<file path="config.mk">
export PLATFORM = sky130hd
export DESIGN_NAME = driver_switches_flat
export DESIGN_NICKNAME = d
export VERILOG_FILES = /design/src/rtl/driver_switches_if.sv /design/src/rtl/driver_switches.sv /design/src/flat_wrapper.sv
export SDC_FILE = /design/constraint.sdc
export NUM_CORES = 1
export LEC_CHECK = 0
export ABC_AREA = 1
export BUFFER_PORTS_ARGS = -buffer_cell sky130_fd_sc_hd__buf_4
export CAP_MARGIN = 5
export CORE_UTILIZATION = 30
export DETAILED_ROUTE_END_ITERATION = 8
export GPL_TIMING_DRIVEN = 1
export SLEW_MARGIN = 10
export SYNTH_ARGS = -nofsm -noshare
export SYNTH_HDL_FRONTEND = slang
export SYNTH_SLANG_ARGS = --single-unit
</file>
<file path="constraint.sdc">
create_clock -name clk -period 2.1 [get_ports clk]
set_input_delay 0.21 -clock clk [delete_from_list [all_inputs] [get_ports clk]]
set_output_delay 0.21 -clock clk [all_outputs]
set_load 0.01 [all_outputs]
</file>
<file path="src/rtl/driver_switches_if.sv">
// CPU bridge bus seen by the switch input peripheral: word select, write data/enable,
// read data and the interrupt request.
interface driver_switches_if;
  logic [1:0]  Addr;
  logic [31:0] DIn;
  logic        WE;
  logic [31:0] RD;
  logic        irq;

  modport master (output Addr, output DIn, output WE, input RD, input irq);
  modport slave  (input Addr, input DIn, input WE, output RD, output irq);
endinterface

</file>
<file path="src/rtl/driver_switches.sv">
// Switch/button input peripheral: 2-flop synchroniser, two-sample debounce on a periodic
// tick, sticky change flags with write-1-to-clear, and a maskable registered interrupt.
module driver_switches #(
  parameter int unsigned DEBOUNCE_TICKS = 500000,
  parameter int unsigned TICK_W         = 20
) (
  input  logic               clk,
  input  logic               reset,
  input  logic [31:0]        sw_in,
  driver_switches_if.slave   bus
);

  localparam int unsigned DW = 32;
  localparam logic [1:0]  A_STABLE = 2'd0;
  localparam logic [1:0]  A_FLAGS  = 2'd1;
  localparam logic [1:0]  A_MASK   = 2'd2;
  localparam logic [1:0]  A_CTRL   = 2'd3;

  logic [DW-1:0]     sync1, sync2, sample_q, stable, flags, mask;
  logic [1:0]        ctrl;
  logic [TICK_W-1:0] tick_cnt;
  logic              irq_q;

  logic              tick;
  logic [DW-1:0]     chg, stable_next, set_v, clr_v, flags_next;
  logic              irq_en, edge_sel;

  assign irq_en   = ctrl[0];
  assign edge_sel = ctrl[1];
  assign tick     = (tick_cnt == TICK_W'(DEBOUNCE_TICKS - 1));

  // A bit changes only when two consecutive tick samples agree and differ from stable.
  always_comb begin
    chg         = '0;
    clr_v       = '0;
    if (tick) chg = (sync2 ~^ sample_q) & (sync2 ^ stable);
    stable_next = stable ^ chg;
    set_v       = chg & ({DW{~edge_sel}} | stable_next);
    if (bus.WE && (bus.Addr == A_FLAGS)) clr_v = bus.DIn;
    flags_next  = set_v | (flags & ~clr_v);
  end

  always_ff @(posedge clk) begin
    if (reset) begin
      sync1    <= '0;
      sync2    <= '0;
      sample_q <= '0;
      stable   <= '0;
      flags    <= '0;
      mask     <= '0;
      ctrl     <= '0;
      tick_cnt <= '0;
      irq_q    <= 1'b0;
    end else begin
      sync1    <= sw_in;
      sync2    <= sync1;
      tick_cnt <= tick ? '0 : tick_cnt + TICK_W'(1);
      if (tick) sample_q <= sync2;
      stable   <= stable_next;
      flags    <= flags_next;
      if (bus.WE && (bus.Addr == A_MASK)) mask <= bus.DIn;
      if (bus.WE && (bus.Addr == A_CTRL)) ctrl <= bus.DIn[1:0];
      irq_q    <= irq_en & (|(flags & mask));
    end
  end

  assign bus.irq = irq_q;

  // Read mux is combinational from Addr and forced to zero while in reset.
  always_comb begin
    bus.RD = '0;
    if (!reset) begin
      case (bus.Addr)
        A_STABLE: bus.RD = stable;
        A_FLAGS:  bus.RD = flags;
        A_MASK:   bus.RD = mask;
        A_CTRL:   bus.RD = {30'd0, ctrl};
        default:  bus.RD = '0;
      endcase
    end
  end

endmodule

</file>
<file path="src/flat_wrapper.sv">
// flat-port wrapper written by rule: the top's interface ports become plain ports
module driver_switches_flat 
#(
  parameter int unsigned DEBOUNCE_TICKS = 500000,
  parameter int unsigned TICK_W         = 20
)
  (clk, reset, sw_in, bus_Addr, bus_DIn, bus_WE, bus_RD, bus_irq);
  driver_switches_if bus_i ();
  input  logic clk;
  input  logic reset;
  input  logic [31:0] sw_in;
  input wire logic [$bits(bus_i.Addr)-1:0] bus_Addr;
  input wire logic [$bits(bus_i.DIn)-1:0] bus_DIn;
  input wire logic [$bits(bus_i.WE)-1:0] bus_WE;
  output wire logic [$bits(bus_i.RD)-1:0] bus_RD;
  output wire logic [$bits(bus_i.irq)-1:0] bus_irq;
  assign bus_i.Addr = bus_Addr;
  assign bus_i.DIn = bus_DIn;
  assign bus_i.WE = bus_WE;
  assign bus_RD = bus_i.RD;
  assign bus_irq = bus_i.irq;
  driver_switches #(.DEBOUNCE_TICKS(DEBOUNCE_TICKS), .TICK_W(TICK_W)) u_core (.clk(clk), .reset(reset), .sw_in(sw_in), .bus(bus_i));
endmodule
</file>
==> After elaboration in Yosys (flattened, before gate mapping) <==
Index checks and enable logic that the tools add are counted.
{ "op_classes": {"addsub": 1, "n_eq_ne": 4, "n_mux": 4, "n_bitwise": 12, "n_reduce_logical": 6} }
{ "ops": {"columns": ["operator", "count"], "rows": [
  ["$and 32x32->32", 4],
  ["$pmux 32 s4", 1],
  ["$mux 32", 3],
  ["$or 32x32->32", 2],
  ["$xor 32x32->32", 2],
  ["$not 32->32", 1],
  ["$reduce_or 32->1", 1],
  ["$xnor 32x32->32", 1],
  ["$add 20x1->20 const B", 1],
  ["$eq 20x19->1 const B", 1],
  ["$eq 2x2->1 const B", 2],
  ["$logic_and 1x1->1", 3],
  ["$eq 2x1->1 const B", 1],
  ["$logic_not 2->1", 1],
  ["$reduce_or 2->1", 1],
  ["$and 1x1->1", 1],
  ["$not 1->1", 1]
]} }
{ "totals": {"ff_bits": 215} }

==> Longest topological paths before layout <==
{ "depth": {"word_depth": 7, "ltp_mapped": 10, "mapped_depth_nobuf": 9} }

==> Least setup slack after synthesis <==
Ideal clock, no wire load.
{ "synth_timing": {"path_type": "reg2reg", "start": "reg u_core.tick_cnt[0]", "end": "reg u_core.stable[16]", "setup_time_ns": 0.132, "t_arrival_ns": 1.461, "required_ns": 1.968, "path_slack_ns": 0.507, "stages_incl_launch_ff": 11, "path_cell_list": "dfxtp_1 ha_1 nand2_2 nor2_8 nand4_4 nor2_4 buf_6 buf_4 nand2_1 nand2_1 a21oi_1"} }
{ "synth_via": {"elab_chain_cells": 3} }
{ "synth_rtl": {"columns": ["element", "line_no", "source"], "rows": [
  ["start: declaration", "driver_switches.sv:21", "logic [TICK_W-1:0] tick_cnt;"],
  ["start signal: assignment", "driver_switches.sv:57", "tick_cnt <= tick ? '0 : tick_cnt + TICK_W'(1);"],
  ["$eq 20x19->1", "driver_switches.sv:30", "assign tick = (tick_cnt == TICK_W'(DEBOUNCE_TICKS - 1));"],
  ["$mux 32", "driver_switches.sv:36", "if (tick) chg = (sync2 ~^ sample_q) & (sync2 ^ stable);"],
  ["$xor 32x32->32", "driver_switches.sv:37", "stable_next = stable ^ chg;"],
  ["end signal: assignment", "driver_switches.sv:59", "stable <= stable_next;"],
  ["end: declaration", "driver_switches.sv:19", "logic [DW-1:0] sync1, sync2, sample_q, stable, flags, mask;"]
]} }
No other way between the ends.
A chain may end at the register's enable or synchronous reset.

==> Worst setup path after layout <==
{ "layout_timing": {"start": "reg u_core.tick_cnt[0]", "end": "reg u_core.sample_q[1]"} }
{ "layout_via": {"elab_chain_cells": 1} }
{ "layout_rtl": {"columns": ["element", "line_no", "source"], "rows": [
  ["$eq 20x19->1", "driver_switches.sv:30", null],
  ["end signal: assignment", "driver_switches.sv:58", "if (tick) sample_q <= sync2;"],
  ["end: declaration", "driver_switches.sv:19", null]
]} }
No other way between the ends.

==> results by group <==
Status
  – Status: finished, final reports clean

Finish
  – Share of cells above drive strength 1: 0.117
  – Synth-to-layout area growth: 27.2%
  – Ant diodes: 0
  – Post-Layout Cell Count: approximately 1900
  – Fin nets: 1579

STA
  – Slew Limit Fails: 0
  – Slew @ Worst Pin: roughly 660 ps
  – Setup violators final: 0
  – Post-Route Setup TNS: 0 ps
  – Slew headroom: 0.563
  – RSZ-0062 raised after global routing: no
  – Max Clock Skew: between 10 and 15 ps
  – Final hold violation count: 0
  – Period utilization: 0.869
  – Min cycle time layout: roughly 1800 ps
  – Max Freq: ~0.55 GHz

Setup path
  – Slowest Stage Delay on Critical Path: 350 ps
  – Worst EP required: 2480 ps
  – CP Cell Sequence: ha_1, nand2_2, nor2_8, nand4_4, nor2_4, nor2_2, inv_1, buf_4, o21ai_0
  – Worst r2r src: u_core.tick_cnt[0]
  – Critical Path Source: u_core.tick_cnt[0]
  – Setup crit start kind: flop
  – Buf/Inv on CP: 2
  – WS Path Type: reg -> reg
  – Top delay family on crit path: simple AND/OR/NAND/NOR gates
  – CP max stage cell: dfxtp_1
  – CP Max Fanout: 20
  – WP data arrival: approximately 2200 ps
  – Crit end category: flop

Synth
  – Mux contribution to synthesized area: 0
  – Average cell area after synthesis: between 6 and 7 µm²
  – XOR/XNOR Fraction of Synth Area: 0.00731
  – Seq/Total Area, Yosys: 0.449
  – Synth Area in Simple Gates: 0.255
  – #FFs+latches synth: around 220
  – Synth Area in Compound Gates: 0.168
  – Gate Count Post-Synth: between 1000 and 1500
  – Synth Area in Adders: 0.00131
  – Synth warn: 0
  – Syn Nets: about 1400
  – Unique masters post-synth: 34
  – Largest family of logic cells by synthesized area: simple AND/OR/NAND/NOR gates
  – Synthesized area: around 9600 µm²

Global route
  – Overflow after GRT: 0
  – Vias in the first global route: ~8300
  – GRT Util Overall: 0.160
  – Largest net degree at the start of global routing: about 130
  – Initial antenna violation count: 0
  – Global-route wire length before repair: roughly 43000 µm

Min path
  – Worst min-delay path class: in -> reg
  – Min-Delay Startpoint: bus_DIn[18]

Flow run
  – Maxcap violations: 0

Clocking
  – Clk buf depth: 3
  – # resized after CTS: 0
  – Clk Latency, worst-skew pair: between 500 and 600 ps
  – Htree depth: 1
  – Sink Count: 215
  – Clk slew on worst S/H paths: ~60 ps
  – Post-CTS setup buffers: 0
  – CTS buffer count: 25
  – CTS tree: built
  – CTS root buf: clkbuf_16

Placed design
  – Port bufs: just over 100
  – DP HPWL: 18200 µm
  – Placed cells: around 1800
  – RePlAce Congestion: 0.851

Drt
  – DRC: 0
  – 1st-pass router iterations: 5
  – Drt wl/cell: between 10 and 15 µm
  – Iter 0 DRT Violations: 785
  – Via density: 4.72
  – Final wirelength: around 27000 µm
  – Via count: roughly 9100
  – Post-route ant nets: 0

Floorplanning
  – Die Area: approximately 33000 µm²
  – Top Ports: ~100
  – Die X: between 150 and 200 µm
  – Starting density of the core: 0.305
  – Vertical die dimension: between 150 and 200 µm
  – Site Rows: between 60 and 70
  – Core Region: ~31000 µm²

Power and ir drop
  – Max VDD drop: between 0.6 and 0.7 mV
  – PD cells: ~760 nW/µm²
  – Lkg Pwr: between 4 and 5 nW
[metal layers]
metal  track usage  wire length, µm  vias to the layer above
li1              -                -                     4719
met1         0.244            13900                     4080
met2         0.235            10800                      264
met3        0.0189             1480                       33
met4        0.0421              452                        0
met5             0                0                        -
[worst register-to-register path, stage by stage, from the launching register on]
cell,delay (ps)
dfxtp_1,350
ha_1,230
nand2_2,120
nor2_8,140
nand4_4,100
nor2_4,220
nor2_2,110
inv_1,90
buf_4,240
o21ai_0,120
[placed cells by master (no fill, tap or decap), types with 3 or more instances in the layout]
| master | netlist | routed |
|---|---|---|
| o21ai_0 | 92 | 92 |
| nor2_1 | 199 | 199 |
| o221ai_1 | 13 | 13 |
| clkbuf_8 | 0 | 5 |
| clkinv_2 | 0 | 4 |
| inv_1 | 210 | 209 |
| nand3_1 | 84 | 84 |
| inv_2 | 5 | 6 |
| o22ai_1 | 24 | 24 |
| a21oi_1 | 110 | 110 |
| buf_12 | 0 | 7 |
| dlygate4sd3_1 | 0 | 57 |
| nand2_1 | 249 | 249 |
| bufinv_16 | 0 | 3 |
| o2111ai_1 | 31 | 31 |
| nor3_1 | 4 | 4 |
| dfxtp_1 | 215 | 215 |
| clkbuf_16 | 0 | 25 |
| o21ai_1 | 6 | 6 |
| xor2_1 | 6 | 6 |
| nand4_1 | 33 | 33 |
| clkbuf_1 | 50 | 5 |
| buf_4 | 4 | 117 |
[metrics by stage]
step	setup slack (ps)	power [mW]	utilization	area, µm²	hold slack (ps)
floorplan	507	4.56	-	9590	317
global placement	317	4.81	0.343	10800	393
detailed placement	263	4.82	0.343	10800	393
CTS	257	9.33	0.387	12200	7.49
global route	106	9.59	0.387	12200	21.1
finish	275	9.22	0.387	12200	19.7
[logic make-up (layout without fill, tap and decap cells)]
group,count (synthesis),count (layout)
AO/OA/AOI/OAI,281,281
flip-flops,215,215
buffers and inverters,288,440
adder cells (fa/ha/maj),1,1
XOR/XNOR,8,8
AND/OR/NAND/NOR,581,581
[where the power goes]
part	internal (mW)	switching (mW)
Clock	2.72	1.68
Sequential	4.18	0.0481
Combinational	0.265	0.322
[worst paths after layout]
kind / to / slack, ps / cells after the start
setup reg to reg: u_core.sample_q[1] / 280 / 9
hold / removal: u_core.flags[18] / 20 / 4
hold reg to reg: u_core.sync2[23] / 400 / 2
setup / recovery: u_core.sample_q[1] / 280 / 9
[registers in the layout, indices dropped and copies added, names as in the netlist]
signal           cells
u_core.mask         32
u_core.sample_q     32
u_core.sync1        32
u_core.ctrl          2
u_core.sync2        32
u_core.bus.irq       1
u_core.tick_cnt     20
u_core.stable       32
u_core.flags        32
[what timing repair did]
action | CTS | global route
hold buffers | 57 | 0
endpoints found under the setup margin | 0 | 0
hold endpoints to repair | 71 | 0
[cell usage after synthesis (all sizes together)]
cell     instances  share of area
nand2          251          0.099
dfxtp          215           0.45
inv            215          0.084
nor2           204          0.083
a21oi          110          0.057
o21ai           98          0.051
nand3           85          0.045
clkbuf          50          0.020
nand4           34          0.024
o2111ai         31          0.028
o22ai           24          0.016
buf             23          0.015
o221ai          13          0.012
xor2             6         0.0055
nor3             5         0.0031
a22o             2         0.0018
a31oi            2         0.0013
xnor2            2         0.0018
ha               1         0.0013
nor3b            1        0.00078
o211ai           1        0.00078
or2              1        0.00065
[area by class of cell]
class,instances,area (µm²)
clock inverters,9,125
inverters,215,807
repair buffers,181,1590
multi-input cells,871,4150
fillers,3304,19300
well taps,402,503
flip-flops and latches,215,4300
clock buffers,35,713
(Power assumes the default switching activity.)
